$ cat config.mk
export PLATFORM = sky130hd
export DESIGN_NAME = z480_wb_arbiter
export DESIGN_NICKNAME = d
export VERILOG_FILES = /design/src/rtl/z480_pkg.sv /design/src/rtl/z480_rr_pick.sv /design/src/rtl/z480_wb_arbiter.sv
export SDC_FILE = /design/constraint.sdc
export NUM_CORES = 1
export LEC_CHECK = 0
export BUFFER_PORTS_ARGS = -buffer_cell sky130_fd_sc_hd__buf_2
export CAP_MARGIN = 15
export CORE_AREA = 2 2 224 226
export CTS_CLUSTER_DIAMETER = 100
export DETAILED_ROUTE_END_ITERATION = 8
export DIE_AREA = 0 0 226 228
export PLACE_DENSITY_LB_ADDON = 0.08
export SLEW_MARGIN = 20
export SYNTH_ARGS = -nofsm -noshare
export SYNTH_HDL_FRONTEND = slang
export SYNTH_SLANG_ARGS = --single-unit
$ cat constraint.sdc
create_clock -name clk -period 3.9 [get_ports clk]
set_input_delay 0.78 -clock clk [delete_from_list [all_inputs] [get_ports clk]]
set_output_delay 0.78 -clock clk [all_outputs]
set_load 0.1 [all_outputs]
$ cat src/rtl/z480_pkg.sv
// z480_pkg: shared Z480 core types and constants.
//   z480_wb_t        - writeback payload carried from execution units to ROB/PRF
//   Z480_WB_SRC_MAX  - maximum number of writeback sources an arbiter may take
//   z480_idx_w()     - index width helper for N-entry selectors (min 1 bit)
package z480_pkg;

    localparam int Z480_WB_SRC_MAX = 8;
    localparam int Z480_ROB_IDX_W  = 7;
    localparam int Z480_PRD_W      = 8;

    typedef struct packed {
        logic [Z480_ROB_IDX_W-1:0] rob_idx;
        logic                      prd_valid;
        logic [Z480_PRD_W-1:0]     prd;
        logic [63:0]               value;
        logic [31:0]               flags;
    } z480_wb_t;

    function automatic int z480_idx_w(input int n);
        return (n > 1) ? $clog2(n) : 1;
    endfunction

endpackage

$ cat src/rtl/z480_rr_pick.sv
// z480_rr_pick: combinational round-robin picker.
//   N    - number of requesters
//   req  - request vector
//   ptr  - highest-priority position; search runs ptr, ptr+1, ... modulo N
//   gnt  - one-hot grant (zero when no request)
//   idx  - index of the granted requester (0 when no request)
//   any  - at least one request granted
module z480_rr_pick
    import z480_pkg::*;
#(
    parameter int N  = 4,
    parameter int IW = z480_idx_w(N)
) (
    input  logic [N-1:0]  req,
    input  logic [IW-1:0] ptr,
    output logic [N-1:0]  gnt,
    output logic [IW-1:0] idx,
    output logic          any
);

    int pos;

    always_comb begin
        gnt = '0;
        idx = '0;
        any = 1'b0;
        pos = 0;
        for (int k = 0; k < N; k++) begin
            pos = int'(ptr) + k;
            if (pos >= N) pos = pos - N;
            if (!any && req[pos]) begin
                any      = 1'b1;
                gnt[pos] = 1'b1;
                idx      = pos[IW-1:0];
            end
        end
    end

endmodule

$ cat src/rtl/z480_wb_arbiter.sv
// z480_wb_arbiter: round-robin writeback arbiter feeding a single registered
// writeback stage (ROB completion, PRF write, register wakeup).
//   clk, rst            - clock, synchronous active-high reset
//   flush               - drops the registered entry and blocks grants
//   src_valid/src_wb    - per-source writeback request and payload
//   src_ready           - per-source grant, one-hot or zero (combinational)
//   out_valid/out_wb    - registered writeback to ROB/PRF
//   out_ready           - ROB/PRF accepts out_wb this cycle
//   wakeup_valid/_prd   - combinational wakeup when a writeback with a
//                         destination register is accepted downstream
//   perf_conflict_cnt   - saturating count of cycles where a valid source
//                         was left waiting; only with Z480_WB_ARB_PERF_EN
// NUM_SRC legal range is 2..Z480_WB_SRC_MAX.
module z480_wb_arbiter
    import z480_pkg::*;
#(
    parameter int NUM_SRC = 4
) (
    input  logic                      clk,
    input  logic                      rst,
    input  logic                      flush,
    input  logic [NUM_SRC-1:0]        src_valid,
    input  z480_wb_t [NUM_SRC-1:0]    src_wb,
    output logic [NUM_SRC-1:0]        src_ready,
    output logic                      out_valid,
    output z480_wb_t                  out_wb,
    input  logic                      out_ready,
    output logic                      wakeup_valid,
    output logic [Z480_PRD_W-1:0]     wakeup_prd
`ifdef Z480_WB_ARB_PERF_EN
    ,
    output logic [31:0]               perf_conflict_cnt
`endif
);

    localparam int IW = z480_idx_w(NUM_SRC);

    logic               slot_free;
    logic               grant_en;
    logic [NUM_SRC-1:0] req;
    logic [NUM_SRC-1:0] gnt;
    logic [IW-1:0]      gnt_idx;
    logic               gnt_any;
    logic [IW-1:0]      rr_ptr;

    // The stage can take a new entry when empty or draining this cycle.
    assign slot_free = !out_valid || out_ready;
    assign grant_en  = slot_free && !flush;
    assign req       = grant_en ? src_valid : '0;

    z480_rr_pick #(
        .N  (NUM_SRC),
        .IW (IW)
    ) u_pick (
        .req (req),
        .ptr (rr_ptr),
        .gnt (gnt),
        .idx (gnt_idx),
        .any (gnt_any)
    );

    assign src_ready = gnt;

    // ---- writeback stage register ----
    always_ff @(posedge clk) begin
        if (rst) begin
            out_valid <= 1'b0;
            out_wb    <= '0;
            rr_ptr    <= '0;
        end else if (flush) begin
            out_valid <= 1'b0;
        end else if (gnt_any) begin
            out_valid <= 1'b1;
            out_wb    <= src_wb[gnt_idx];
            rr_ptr    <= (gnt_idx == IW'(NUM_SRC - 1)) ? '0 : gnt_idx + 1'b1;
        end else if (out_ready) begin
            out_valid <= 1'b0;
        end
    end

    assign wakeup_valid = out_valid && out_ready && out_wb.prd_valid;
    assign wakeup_prd   = out_wb.prd;

`ifdef Z480_WB_ARB_PERF_EN
    function automatic int popcount(input logic [NUM_SRC-1:0] v);
        int n;
        n = 0;
        for (int i = 0; i < NUM_SRC; i++) n = n + int'(v[i]);
        return n;
    endfunction

    function automatic logic [31:0] sat_inc(input logic [31:0] c);
        return (c == 32'hFFFF_FFFF) ? c : c + 32'd1;
    endfunction

    // A conflict is any valid source left ungranted in a non-flush cycle,
    // which includes sources stalled by a blocked output slot.
    logic conflict;
    assign conflict = !flush && (popcount(src_valid) > (gnt_any ? 1 : 0));

    always_ff @(posedge clk) begin
        if (rst) begin
            perf_conflict_cnt <= '0;
        end else if (conflict) begin
            perf_conflict_cnt <= sat_inc(perf_conflict_cnt);
        end
    end
`endif

endmodule

==> reports/qor.yml <==
outcome:
  outcome: "complete, no violations"
power:
  p_per_area_nw_per_um2: 761
  power_mw: 10.4
  ir_drop_v: 0.000320
  p_leak_nw: 6.67
global_routing:
  antenna_found_initial: 14
  grt_max_degree: 115
  grt_usage_pct: 17.7
  overflow: 0
  grt_pass1_wl_um: 67400
  grt_pass1_vias: 10500
placed_design:
  dp_hpwl_um: 33500
  preCtsSetupSlack_ns: 0.299
  place_congestion: 0.774
  placed_cells: 2144
  dpl_cell_area_um2: 13000
  io_buffer_count: 581
cts:
  cts.sinks: 115
  clockBufferDepth: 2
  cts_made_buffers: 17
  holdBufCountCts: 0
  htreeDepth: 4
  cts_tree: "yes"
  cts_setup_buffers: 0
  cts_resized: 0
  cts_root_buf: "clkbuf_16"
  path_clk_slew_ns: 0.06
  clk_latency_ns: 0.48
min_path:
  hold_path.class: "reg -> reg"
synth:
  ys_ff_latch: 115
  syn_inst: 970
  ys_types: 43
  synth_area_um2: 9350
  syn_nets: 1434
  avgSynthCellArea_um2: 9.64
  yosysWarnings: 0
  synth_seq_area_share_pct: 24.6
timing:
  fin_ws_ns: 0.252
  slew_headroom_pct: 52.9
  fin_crit_ns: 3.65
  fmax_mhz: 274
  setup_viol: 0
  clock_skew_ns: 0.00571
  rsz0062_at_grt: "false"
  finalMaxSlewViolations: 0
  worst_slew_pin_slew_ns: 0.707
  fin_crit_sh_pct: 93.5
  report.final.hold_viol_count: 0
  tns_ns: 0
  whs_ns: 0.556
drt:
  postRouteWirelength_um: 46100
  first_pass_iters: 4
  antenna_left: 0
  routed-via-count: 9966
  initialDrtViolationCount: 399
  wl_per_cell_um: 21.1
  drt-vias-per-instance: 4.57
  drcViolationCount: 0
layout:
  n_fill_cell: 5380
  area_delta_synth_final_pct: 45.7
  design_area_um2: 13600
  fin_util_pct: 27.6
  drive_above_1_share_pct: 46.2
  multiInputGateArea_um2: 6470
  final_nets: 1955
  instances_no_fill: 2179
  ff_latch_area_um2: 2300
worst_setup_path:
  crit_path_end_kind: "primary output"
  start_kind: "flip-flop"
  crit_fanout: 13
  cp.arrival_ns: 2.87
  worst-setup-path-type: "reg -> out"
  cp.required_ns: 3.12
floorplan:
  start_util_pct: 18.9
  rows: 82
  die-area_um2: 51500
  io_pins: 582
  core-area_um2: 49300
  die_y_um: 228
  fp.dieW_um: 226
job:
  maxCapViolCount: 0
==> placed cells by master, fill, tap and decap left out, drive strengths merged, types with 2 or more instances in the layout <==
| master | Yosys | final |
|---|---|---|
| diode | 0 | 5 |
| buf | 49 | 611 |
| a21oi | 2 | 2 |
| nand2b | 3 | 3 |
| a21o | 2 | 2 |
| o21a | 112 | 112 |
| nor2 | 7 | 7 |
| nor3 | 3 | 3 |
| inv | 3 | 3 |
| and3 | 2 | 2 |
| nand2 | 12 | 12 |
| ha | 8 | 8 |
| or3 | 2 | 2 |
| a222oi | 4 | 4 |
| nand3 | 3 | 3 |
| nor2b | 2 | 2 |
| mux2i | 227 | 227 |
| clkinv | 0 | 2 |
| a211oi | 114 | 114 |
| nor4 | 2 | 2 |
| clkbuf | 60 | 27 |
| o22ai | 111 | 111 |
| dfxtp | 115 | 115 |
| mux2 | 113 | 113 |
==> Yosys cell counts, drive strengths merged <==
master   number  area, um2
a2111oi       1       15.0
a211oi      114        861
a21boi        1       7.51
a21o          2       15.0
a21oi         2       10.0
a221oi        1       26.3
a222oi        4       40.0
a311o         1       10.0
a31oi         1       6.26
and3          2       12.5
buf          49        384
clkbuf       60        225
dfxtp       115       2300
ha            8        100
inv           3       11.3
mux2        113       1270
mux2i       227       2270
nand2        12       45.0
nand2b        3       18.8
nand3         3       15.0
nand4         1       6.26
nor2          7       26.3
nor2b         2       12.5
nor3          3       15.0
nor4          2       18.8
o211ai        1       7.51
o21a        112        841
o21ai         1       5.00
o21bai        1       7.51
o22ai       111        694
o31ai         1       7.51
or2           1       6.26
or3           2       12.5
or4           1       11.3
xnor2         1       16.3
xor2          1       8.76
==> flip-flops by register name, indices dropped and copies added (netlist names) <==
| register | flops |
|---|---|
| rr_ptr | 2 |
| wakeup_prd | 8 |
| out_valid | 1 |
| out_wb | 104 |
==> cell families after synthesis <==
kind of cell	synth area share (%)
AO/OA/AOI/OAI	27.3
AND/OR/NAND/NOR	2.14
multiplexers	37.9
XOR/XNOR	0.268
flip-flops	24.6
adder cells (fa/ha/maj)	1.07
buffers and inverters	6.64
==> worst max-delay path, cell delays in order, from the launching register on <==
cell and delay, ns:
dfxtp_1 0.32, buf_4 0.22, mux2_1 0.37, and3_1 0.25
nor2_1 0.24, a21boi_0 0.44, a222oi_1 0.20, nand2_1 0.14
buf_12 0.18
==> path summary, 6_finish.rpt <==
path | slack (ns) | end | depth (start not counted) | start
worst min-delay path | 0.56 | out_wb[58] | 2 | out_wb[58]
worst max register to register | 0.56 | out_wb[60] | 10 | rr_ptr[0]
worst min register to register | 0.56 | out_wb[58] | 2 | out_wb[58]
worst max-delay path | 0.25 | src_ready[3] | 8 | rr_ptr[0]
==> layer usage <==
layer	share of wire (%)	track usage [%]	up-vias
met2	51	31.5	327
met1	41	19.7	4708
li1	-	-	4872
met4	1.1	4.01	16
met5	0.23	0	-
met3	7.2	6.68	43
==> cell type report <==
class	count	share of cell area, %
timing repair buffer	611	24.8
sequential	115	16.9
multi-input combinational	743	47.5
clock inverter	3	0.294
inverter	3	0.0827
tap	672	6.18
antenna	5	0.0919
clock buffer	27	4.06
==> report_power, final <==
group | switching (mW) | total [mW] | internal, mW
clock | 0.653 | 1.67 | 1.02
sequential | 0.205 | 1.76 | 1.55
combinational | 5.03 | 6.94 | 1.90
Power figures use the tool's default switching activity.
